===== src/rtl/instr_encoder_if.sv =====
// instr_encoder_if: request/response bundle of the RV32I instruction encoder.
//   Request side : in_valid, in_ready, op, rd, rs1, rs2, imm
//   Output side  : out_valid, out_ready, out_instr, out_addr
//   Status       : rej (one-cycle reject pulse), err (sticky), full (capacity used up)
// master = request producer / memory writer, slave = the encoder.
interface instr_encoder_if #(
    parameter int unsigned ADDR_WIDTH = 8
) ();
    logic                  in_valid;
    logic                  in_ready;
    logic [4:0]            op;
    logic [4:0]            rd;
    logic [4:0]            rs1;
    logic [4:0]            rs2;
    logic [31:0]           imm;
    logic                  out_valid;
    logic                  out_ready;
    logic [31:0]           out_instr;
    logic [ADDR_WIDTH-1:0] out_addr;
    logic                  rej;
    logic                  err;
    logic                  full;

    modport master (
        output in_valid, op, rd, rs1, rs2, imm, out_ready,
        input  in_ready, out_valid, out_instr, out_addr, rej, err, full
    );

    modport slave (
        input  in_valid, op, rd, rs1, rs2, imm, out_ready,
        output in_ready, out_valid, out_instr, out_addr, rej, err, full
    );
endinterface


===== src/rtl/instr_encoder.sv =====
// instr_encoder: range-checks symbolic RV32I requests and packs them into
// 32-bit machine words emitted with sequential word addresses.
//   clk  : clock, rising edge
//   rst  : synchronous active-high reset
//   bus  : instr_encoder_if.slave (request handshake, output word, rej/err/full)
// Single-entry output register with pass-through drain; in_ready is combinational.
module instr_encoder #(
    parameter int unsigned ADDR_WIDTH = 8
) (
    input  logic            clk,
    input  logic            rst,
    instr_encoder_if.slave  bus
);
    localparam int unsigned CNT_W = ADDR_WIDTH + 1;

    localparam logic [4:0] OP_ADD  = 5'd0;
    localparam logic [4:0] OP_SUB  = 5'd1;
    localparam logic [4:0] OP_OR   = 5'd2;
    localparam logic [4:0] OP_AND  = 5'd3;
    localparam logic [4:0] OP_SLL  = 5'd4;
    localparam logic [4:0] OP_SRL  = 5'd5;
    localparam logic [4:0] OP_SLT  = 5'd6;
    localparam logic [4:0] OP_ADDI = 5'd7;
    localparam logic [4:0] OP_ORI  = 5'd8;
    localparam logic [4:0] OP_ANDI = 5'd9;
    localparam logic [4:0] OP_SLLI = 5'd10;
    localparam logic [4:0] OP_SRLI = 5'd11;
    localparam logic [4:0] OP_SLTI = 5'd12;
    localparam logic [4:0] OP_LW   = 5'd13;
    localparam logic [4:0] OP_SW   = 5'd14;
    localparam logic [4:0] OP_BEQ  = 5'd15;
    localparam logic [4:0] OP_BNE  = 5'd16;
    localparam logic [4:0] OP_BLT  = 5'd17;
    localparam logic [4:0] OP_BGE  = 5'd18;
    localparam logic [4:0] OP_JAL  = 5'd19;
    localparam logic [4:0] OP_JALR = 5'd20;
    localparam logic [4:0] OP_LUI  = 5'd21;

    localparam logic [6:0] OPC_R    = 7'b0110011;
    localparam logic [6:0] OPC_I    = 7'b0010011;
    localparam logic [6:0] OPC_LW   = 7'b0000011;
    localparam logic [6:0] OPC_SW   = 7'b0100011;
    localparam logic [6:0] OPC_B    = 7'b1100011;
    localparam logic [6:0] OPC_JAL  = 7'b1101111;
    localparam logic [6:0] OPC_JALR = 7'b1100111;
    localparam logic [6:0] OPC_LUI  = 7'b0110111;

    logic [31:0]           imm;
    logic [4:0]            rd, rs1, rs2;
    logic                  i_ok, sh_ok, b_ok, j_ok, u_ok;
    logic [31:0]           word;
    logic                  legal;

    logic                  in_ready_c;
    logic                  accept;

    logic                  out_valid_q, out_valid_d;
    logic [31:0]           out_instr_q, out_instr_d;
    logic [ADDR_WIDTH-1:0] out_addr_q,  out_addr_d;
    logic [CNT_W-1:0]      cnt_q,       cnt_d;
    logic                  rej_q,       rej_d;
    logic                  err_q,       err_d;

    // Immediate range checks: sign-uniform upper bits means the value fits.
    always_comb begin
        imm   = bus.imm;
        rd    = bus.rd;
        rs1   = bus.rs1;
        rs2   = bus.rs2;
        i_ok  = (imm[31:11] == '0) || (imm[31:11] == '1);
        sh_ok = (imm[31:5] == '0);
        b_ok  = ((imm[31:12] == '0) || (imm[31:12] == '1)) && !imm[0];
        j_ok  = ((imm[31:20] == '0) || (imm[31:20] == '1)) && !imm[0];
        u_ok  = (imm[11:0] == '0);
    end

    // Field packing per mnemonic; legal drops for bad immediates or unknown op.
    always_comb begin
        word  = '0;
        legal = 1'b1;
        case (bus.op)
            OP_ADD:  word = {7'b0000000, rs2, rs1, 3'b000, rd, OPC_R};
            OP_SUB:  word = {7'b0100000, rs2, rs1, 3'b000, rd, OPC_R};
            OP_OR:   word = {7'b0000000, rs2, rs1, 3'b110, rd, OPC_R};
            OP_AND:  word = {7'b0000000, rs2, rs1, 3'b111, rd, OPC_R};
            OP_SLL:  word = {7'b0000000, rs2, rs1, 3'b001, rd, OPC_R};
            OP_SRL:  word = {7'b0000000, rs2, rs1, 3'b101, rd, OPC_R};
            OP_SLT:  word = {7'b0000000, rs2, rs1, 3'b010, rd, OPC_R};
            OP_ADDI: begin word = {imm[11:0], rs1, 3'b000, rd, OPC_I}; legal = i_ok; end
            OP_ORI:  begin word = {imm[11:0], rs1, 3'b110, rd, OPC_I}; legal = i_ok; end
            OP_ANDI: begin word = {imm[11:0], rs1, 3'b111, rd, OPC_I}; legal = i_ok; end
            OP_SLTI: begin word = {imm[11:0], rs1, 3'b010, rd, OPC_I}; legal = i_ok; end
            OP_SLLI: begin word = {7'b0000000, imm[4:0], rs1, 3'b001, rd, OPC_I}; legal = sh_ok; end
            OP_SRLI: begin word = {7'b0000000, imm[4:0], rs1, 3'b101, rd, OPC_I}; legal = sh_ok; end
            OP_LW:   begin word = {imm[11:0], rs1, 3'b010, rd, OPC_LW}; legal = i_ok; end
            OP_SW:   begin word = {imm[11:5], rs2, rs1, 3'b010, imm[4:0], OPC_SW}; legal = i_ok; end
            OP_BEQ:  begin word = {imm[12], imm[10:5], rs2, rs1, 3'b000, imm[4:1], imm[11], OPC_B}; legal = b_ok; end
            OP_BNE:  begin word = {imm[12], imm[10:5], rs2, rs1, 3'b001, imm[4:1], imm[11], OPC_B}; legal = b_ok; end
            OP_BLT:  begin word = {imm[12], imm[10:5], rs2, rs1, 3'b100, imm[4:1], imm[11], OPC_B}; legal = b_ok; end
            OP_BGE:  begin word = {imm[12], imm[10:5], rs2, rs1, 3'b101, imm[4:1], imm[11], OPC_B}; legal = b_ok; end
            OP_JAL:  begin word = {imm[20], imm[10:1], imm[11], imm[19:12], rd, OPC_JAL}; legal = j_ok; end
            OP_JALR: begin word = {imm[11:0], rs1, 3'b000, rd, OPC_JALR}; legal = i_ok; end
            OP_LUI:  begin word = {imm[31:12], rd, OPC_LUI}; legal = u_ok; end
            default: legal = 1'b0;
        endcase
    end

    // Accept whenever the output slot is empty or draining on this edge.
    always_comb begin
        in_ready_c = !rst && !cnt_q[ADDR_WIDTH] && (!out_valid_q || bus.out_ready);
        accept     = bus.in_valid && in_ready_c;
    end

    // Next-state: rejects only touch rej/err; legal words load the output slot.
    always_comb begin
        out_valid_d = out_valid_q;
        out_instr_d = out_instr_q;
        out_addr_d  = out_addr_q;
        cnt_d       = cnt_q;
        rej_d       = 1'b0;
        err_d       = err_q;
        if (accept && !legal) begin
            rej_d = 1'b1;
            err_d = 1'b1;
        end
        if (accept && legal) begin
            out_valid_d = 1'b1;
            out_instr_d = word;
            out_addr_d  = cnt_q[ADDR_WIDTH-1:0];
            cnt_d       = cnt_q + CNT_W'(1);
        end else if (bus.out_ready) begin
            out_valid_d = 1'b0;
        end
    end

    // State registers.
    always_ff @(posedge clk) begin
        if (rst) begin
            out_valid_q <= 1'b0;
            out_instr_q <= '0;
            out_addr_q  <= '0;
            cnt_q       <= '0;
            rej_q       <= 1'b0;
            err_q       <= 1'b0;
        end else begin
            out_valid_q <= out_valid_d;
            out_instr_q <= out_instr_d;
            out_addr_q  <= out_addr_d;
            cnt_q       <= cnt_d;
            rej_q       <= rej_d;
            err_q       <= err_d;
        end
    end

    assign bus.in_ready  = in_ready_c;
    assign bus.out_valid = out_valid_q;
    assign bus.out_instr = out_instr_q;
    assign bus.out_addr  = out_addr_q;
    assign bus.rej       = rej_q;
    assign bus.err       = err_q;
    assign bus.full      = cnt_q[ADDR_WIDTH];
endmodule


===== src/flat_wrapper.sv =====
// flat-port wrapper written by rule: the top's interface ports become plain ports
module instr_encoder_flat 
#(
    parameter int unsigned ADDR_WIDTH = 8
)
  (clk, rst, bus_in_valid, bus_op, bus_rd, bus_rs1, bus_rs2, bus_imm, bus_out_ready, bus_in_ready, bus_out_valid, bus_out_instr, bus_out_addr, bus_rej, bus_err, bus_full);
  instr_encoder_if #(.ADDR_WIDTH(ADDR_WIDTH)) bus_i ();
  input  logic clk;
  input  logic rst;
  input wire logic [$bits(bus_i.in_valid)-1:0] bus_in_valid;
  input wire logic [$bits(bus_i.op)-1:0] bus_op;
  input wire logic [$bits(bus_i.rd)-1:0] bus_rd;
  input wire logic [$bits(bus_i.rs1)-1:0] bus_rs1;
  input wire logic [$bits(bus_i.rs2)-1:0] bus_rs2;
  input wire logic [$bits(bus_i.imm)-1:0] bus_imm;
  input wire logic [$bits(bus_i.out_ready)-1:0] bus_out_ready;
  output wire logic [$bits(bus_i.in_ready)-1:0] bus_in_ready;
  output wire logic [$bits(bus_i.out_valid)-1:0] bus_out_valid;
  output wire logic [$bits(bus_i.out_instr)-1:0] bus_out_instr;
  output wire logic [$bits(bus_i.out_addr)-1:0] bus_out_addr;
  output wire logic [$bits(bus_i.rej)-1:0] bus_rej;
  output wire logic [$bits(bus_i.err)-1:0] bus_err;
  output wire logic [$bits(bus_i.full)-1:0] bus_full;
  assign bus_i.in_valid = bus_in_valid;
  assign bus_i.op = bus_op;
  assign bus_i.rd = bus_rd;
  assign bus_i.rs1 = bus_rs1;
  assign bus_i.rs2 = bus_rs2;
  assign bus_i.imm = bus_imm;
  assign bus_i.out_ready = bus_out_ready;
  assign bus_in_ready = bus_i.in_ready;
  assign bus_out_valid = bus_i.out_valid;
  assign bus_out_instr = bus_i.out_instr;
  assign bus_out_addr = bus_i.out_addr;
  assign bus_rej = bus_i.rej;
  assign bus_err = bus_i.err;
  assign bus_full = bus_i.full;
  instr_encoder #(.ADDR_WIDTH(ADDR_WIDTH)) u_core (.clk(clk), .rst(rst), .bus(bus_i));
endmodule

===== config.mk =====
export PLATFORM = sky130hd
export DESIGN_NAME = instr_encoder_flat
export DESIGN_NICKNAME = d
export VERILOG_FILES = /design/src/rtl/instr_encoder_if.sv /design/src/rtl/instr_encoder.sv /design/src/flat_wrapper.sv
export SDC_FILE = /design/constraint.sdc
export NUM_CORES = 1
export LEC_CHECK = 0
export ABC_AREA = 1
export CAP_MARGIN = 40
export CORE_UTILIZATION = 50
export CTS_CLUSTER_SIZE = 14
export DETAILED_ROUTE_END_ITERATION = 16
export PLACE_DENSITY = 0.85
export SLEW_MARGIN = 20
export SYNTH_ARGS = -nofsm -noshare
export SYNTH_HDL_FRONTEND = slang
export SYNTH_SLANG_ARGS = --single-unit

===== constraint.sdc =====
create_clock -name clk -period 3.7 [get_ports clk]
set_input_delay 0.555 -clock clk [delete_from_list [all_inputs] [get_ports clk]]
set_output_delay 0.555 -clock clk [all_outputs]
set_load 0.01 [all_outputs]

-- Word-level counts from Yosys, hierarchy flattened
Index checks and enable logic that the tools add are counted.
- $add $sub $neg: 1
- equality and inequality tests: 24
- mux-type cells: 5
- reductions and logical operators: 27
- operator list (kind ; count):
    32-bit one-hot mux with 22 select lines ; 1
    5-bit by 4-bit == test with 1-bit output, second input constant ; 8
    5-bit == test, second input constant ; 6
    27-bit zero test ; 1
    12-bit zero test ; 2
    21-bit == test, second input constant ; 1
    21-bit zero test ; 1
    20-bit == test, second input constant ; 1
    5-bit by 3-bit == test with 1-bit output, second input constant ; 4
    20-bit zero test ; 1
    7-bit OR reduction ; 2
    12-bit == test, second input constant ; 1
    5-bit by 2-bit == test with 1-bit output, second input constant ; 2
    9-bit by 1-bit adder with 9-bit output, second input constant ; 1
    1-bit logical AND ; 7
    1-bit one-hot mux with 6 select lines ; 1
    5-bit by 1-bit == test with 1-bit output, second input constant ; 1
    1-bit zero test ; 5
    5-bit zero test ; 1
    1-bit logical OR ; 4
    4-bit OR reduction ; 1
    1-bit two-way mux ; 3
    2-bit nonzero test ; 1
    2-bit OR reduction ; 1
- register bits after elaboration: 52
- output and inout bits: 45

-- Logic depth before layout (Yosys ltp)
- depth after elaboration: 7
- depth in mapped cells: 14

-- Worst setup path before layout
No wires, ideal clock.
- kind: input to register
- from: input bus_op[4]
- to: register u_core.out_instr_q[1], in the netlist u_core.bus.out_instr[1]
- library setup time: 128 ps
- arrival: 1857 ps
- required time: 3572 ps
- setup slack: 1715 ps
- cell stages on the path: 13
- buffers on the path: 2
- cell sequence: buf_2 > inv_2 > nand3_1 > inv_1 > nor2_2 > nand2_1 > nor2_2 > nand3_4 > nand2_2 > buf_6 > inv_4 > nor2_1 > nor2_1
- word-level cells in the longest chain between the ends: 4
- RTL lines (item ; line ; source):
    start: declaration ; flat_wrapper.sv:11 ; input wire logic [$bits(bus_i.op)-1:0] bus_op;
    5-bit by 3-bit == test with 1-bit output, or another cell as far along ; instr_encoder.sv:81 ; case (bus.op)
    7-bit OR reduction (no line), or another cell as far along ; -- ;
    1-bit one-hot mux with 6 select lines ; instr_encoder.sv:81 ;
    1-bit logical AND ; instr_encoder.sv:126 ; if (accept && legal) begin
    end signal: assignment ; instr_encoder.sv:147 ; out_instr_q <= out_instr_d;
    end: declaration ; instr_encoder.sv:58 ; logic [31:0] out_instr_q, out_instr_d;
Parallel ways exist; a longest one is shown, timed or not.
A chain may end at the register's enable or synchronous reset.

-- Final worst setup path
- from: input bus_op[1]
- to: register u_core.out_instr_q[14], in the netlist u_core.bus.out_instr[14]
The elaborated chain is that of the path after synthesis.

==> flow_summary.yaml <==
status:
  outcome: "finished clean"
sta:
  maxSlewViolCount: 0
  max_slew.worst_pin.slew_ps: 454
  timing.final.setup_violations: 0
  timing.slew.headroom: 0.697
  fin_setup_tns_ps: 0
  hold_violation_total_from_the_final_report: 0
  max_freq_mhz: 370
  period_needed_ps: 2710
  grt_setup_unrepaired: "false"
  fin_worst_hold_slack_ps: 465
  final.period_utilization: 0.731
  worst_clock_skew_ps: 7.14
finish:
  design_area_um2: 4180
  final_util: 0.711
  layout.cells.most_common_list: "nand2_1, clkdlybuf4s50_1, nor2_1"
  syn2layout_area_growth_pct: 37.3
  final_common_cell: "nand2_1"
  multiInputGateArea_um2: 1790
  seqCellArea_um2: 1020
  final_net_count: 645
  final.fill_count: 509
  insertedDiodeCount: 0
  post_route_cells_drive_above_1_share: 0.0577
floorplan:
  row_count: 28
  core_um2: 5890
  fp.dieH_um: 80.1
  design.die.area_um2: 6410
  initial_utilization: 0.518
  dieWidth_um: 80.1
  top_level_ports: 101
global_route:
  first_global_vias: 3364
  grt.overflow.total: 0
  grt_pass1_wl_um: 15300
  global_route.usage.total: 0.306
  grt_antenna_before_repair: 0
  grt_start_max_net_pins: 47
synthesis:
  postSynthAreaPerCell_um2: 6.12
  ys.warnings.count: 0
  synth_seq_area_share: 0.335
  synth_area_leaders: "dfxtp_1, nand2_1, nand3_1, nor2_1, a21oi_1"
  yosys.area.top_type_share: 0.335
  synth.net_count: 555
  synthesis.instances: 498
  syn_area_um2: 3050
  post-synth-top-area-cell: "dfxtp_1"
  synth_cell_type_count: 30
  total_of_flip_flops_plus_latches_after_synthesis: 51
cts:
  hold_buf_cts: 0
  tritoncts: "yes"
  clock_path_buffers: 2
  clk_pin_slew_worst_paths_ps: 90
  cts-htree-levels: 2
  post_cts_setup_bufs: 0
  clock_latency_ps: 300
  cells_resized_by_post_cts_repair: 0
  root_buffer: "clkbuf_8"
  cts_made_buffers: 5
  cts_num_sinks: 51
placement:
  dp_hpwl_um: 7420
  placedInstanceArea_um2: 4060
  placement.io_buffers: 100
  place_congestion: 0.949
worst_setup_path:
  regToRegStartpoint: "u_core.bus.out_valid$_SDFFE_PP0P_"
  timing.critical_path.arrival_ps: 2880
  path_common_cell: "nand2_1"
  cell_with_the_largest_stage_delay_on_the_worst_path: "clkdlybuf4s50_1"
  worst_r2r_path_depth: 9
  worst-setup-path-type: "in -> reg"
  cp_data_required_time_ps: 3870
  critPathLaunch: "bus_op[1]"
  timing.critical_path.cells: "clkdlybuf4s50_1 -> nand2_1 -> nor2_1 -> nand2_1 -> nand2_1 -> nor2_2 -> nand2_1 -> nand2_1 -> nand3_4 -> nand2_2 -> buf_4 -> nand2_1 -> a21oi_1"
  critical-path-max-stage-delay_ps: 650
  nature_of_the_critical_path_startpoint: "input pin"
  critical_path.endpoint_type: "flip-flop"
  critical_path_peak_fanout: 21
power:
  power.ir.vdd_worst_mv: 0.263
  power_density_nw_per_um2: 291
  power.static_leakage_nw: 1.74
routing:
  vias_per_cell: 5.39
  dr_wl_met2_um: 4530
  wl_per_cell_um: 14.3
  detailroute.wirelength.met3_um: 513
  number_of_vias_in_the_routed_layout: 3579
  top_layer_used: "met4"
  drcViolationCount: 0
  drt-met1-wl_um: 4240
  drt-pass1-iter-count: 5
  postRouteWirelength_um: 9480
  ant_nets: 0
  drt-initial-drc-count: 187
min_path:
  timing.hold.worst.start: "u_core.bus.out_instr[8]$_SDFFE_PP0P_"
  worstHoldPathCells: 2
  hp_class: "reg -> reg"
job:
  drv_cap: 0
-- through the flow --
stage | power (W) | worst slack, ps | cells
2_1_floorplan | 0.000702 | 1720 | 498
3_3_place_gp | 0.000821 | 717 | 656
3_5_place_dp | 0.000824 | 725 | 656
4_1_cts | 0.00122 | 1020 | 664
5_1_grt | 0.00127 | 787 | 664
6_report | 0.00122 | 994 | 664
-- path summary, 6_finish.rpt --
kind,slack [ps],end
hold reg to reg,470,u_core.bus.out_instr[8]$_SDFFE_PP0P_
setup / recovery,990,u_core.bus.out_instr[14]$_SDFFE_PP0P_
setup reg to reg,2020,u_core.bus.out_instr[14]$_SDFFE_PP0P_
hold / removal,470,u_core.bus.out_instr[8]$_SDFFE_PP0P_
-- cell usage after synthesis, drive strengths merged --
| cell type | n |
|---|---|
| xnor2 | 1 |
| nand3 | 68 |
| a22oi | 3 |
| a21oi | 43 |
| a32oi | 2 |
| o21ai | 5 |
| nand3b | 3 |
| inv | 29 |
| nand2 | 169 |
| nor3 | 4 |
| clkinv | 2 |
| nor2 | 78 |
| xor2 | 6 |
| dfxtp | 51 |
| a31oi | 1 |
| nor4 | 2 |
| buf | 15 |
| ha | 1 |
| clkbuf | 7 |
| nand4 | 8 |
-- worst max-delay path: cells and delay by family --
kind / cells / cell delay, ps
compound gates: 1 / 60
buf+inv: 2 / 940
simple gates: 10 / 1300
-- layer usage --
layer | GRT usage | vias up
met1 | 0.403 | 1635
li1 | - | 1795
met5 | 0 | -
met3 | 0.0386 | 19
met4 | 0.0911 | 0
met2 | 0.519 | 130
-- kinds of logic (layout without fill, tap and decap cells) --
kind of cell | count (synthesis) | in the layout | synth area share
buffers and inverters | 53 | 144 | 0.0776
and+or+nand+nor | 332 | 332 | 0.469
DFF | 51 | 51 | 0.335
adders and majority gates | 1 | 1 | 0.00410
AOI/OAI and AO/OA | 54 | 54 | 0.0940
xor gates and xnor gates | 7 | 7 | 0.0201
-- state kept, by name, indices dropped and copies added, names as in the netlist --
register              cells
u_core.bus.out_instr     31
u_core.bus.out_addr       8
u_core.cnt_q              9
u_core.bus.rej            1
u_core.bus.err            1
u_core.bus.out_valid      1
-- report_power, final --
| group | switching [W] | total, W | leakage, nW | internal (W) |
|---|---|---|---|---|
| clock | 0.000182 | 0.000404 | 0.0618 | 0.000222 |
| sequential | 0.00000594 | 0.000564 | 0.412 | 0.000559 |
| combinational | 0.000140 | 0.000250 | 1.27 | 0.000110 |
| total | 0.000328 | 0.00122 | 1.74 | 0.000891 |
-- layout make-up --
cell class | count | area share
repair buffers | 105 | 0.248
well taps | 75 | 0.0224
multi-input cells | 394 | 0.428
flip-flops and latches | 51 | 0.244
clock buffers | 6 | 0.0197
clock inverters | 2 | 0.00927
inverters | 31 | 0.0284
Power figures use the tool's default switching activity.
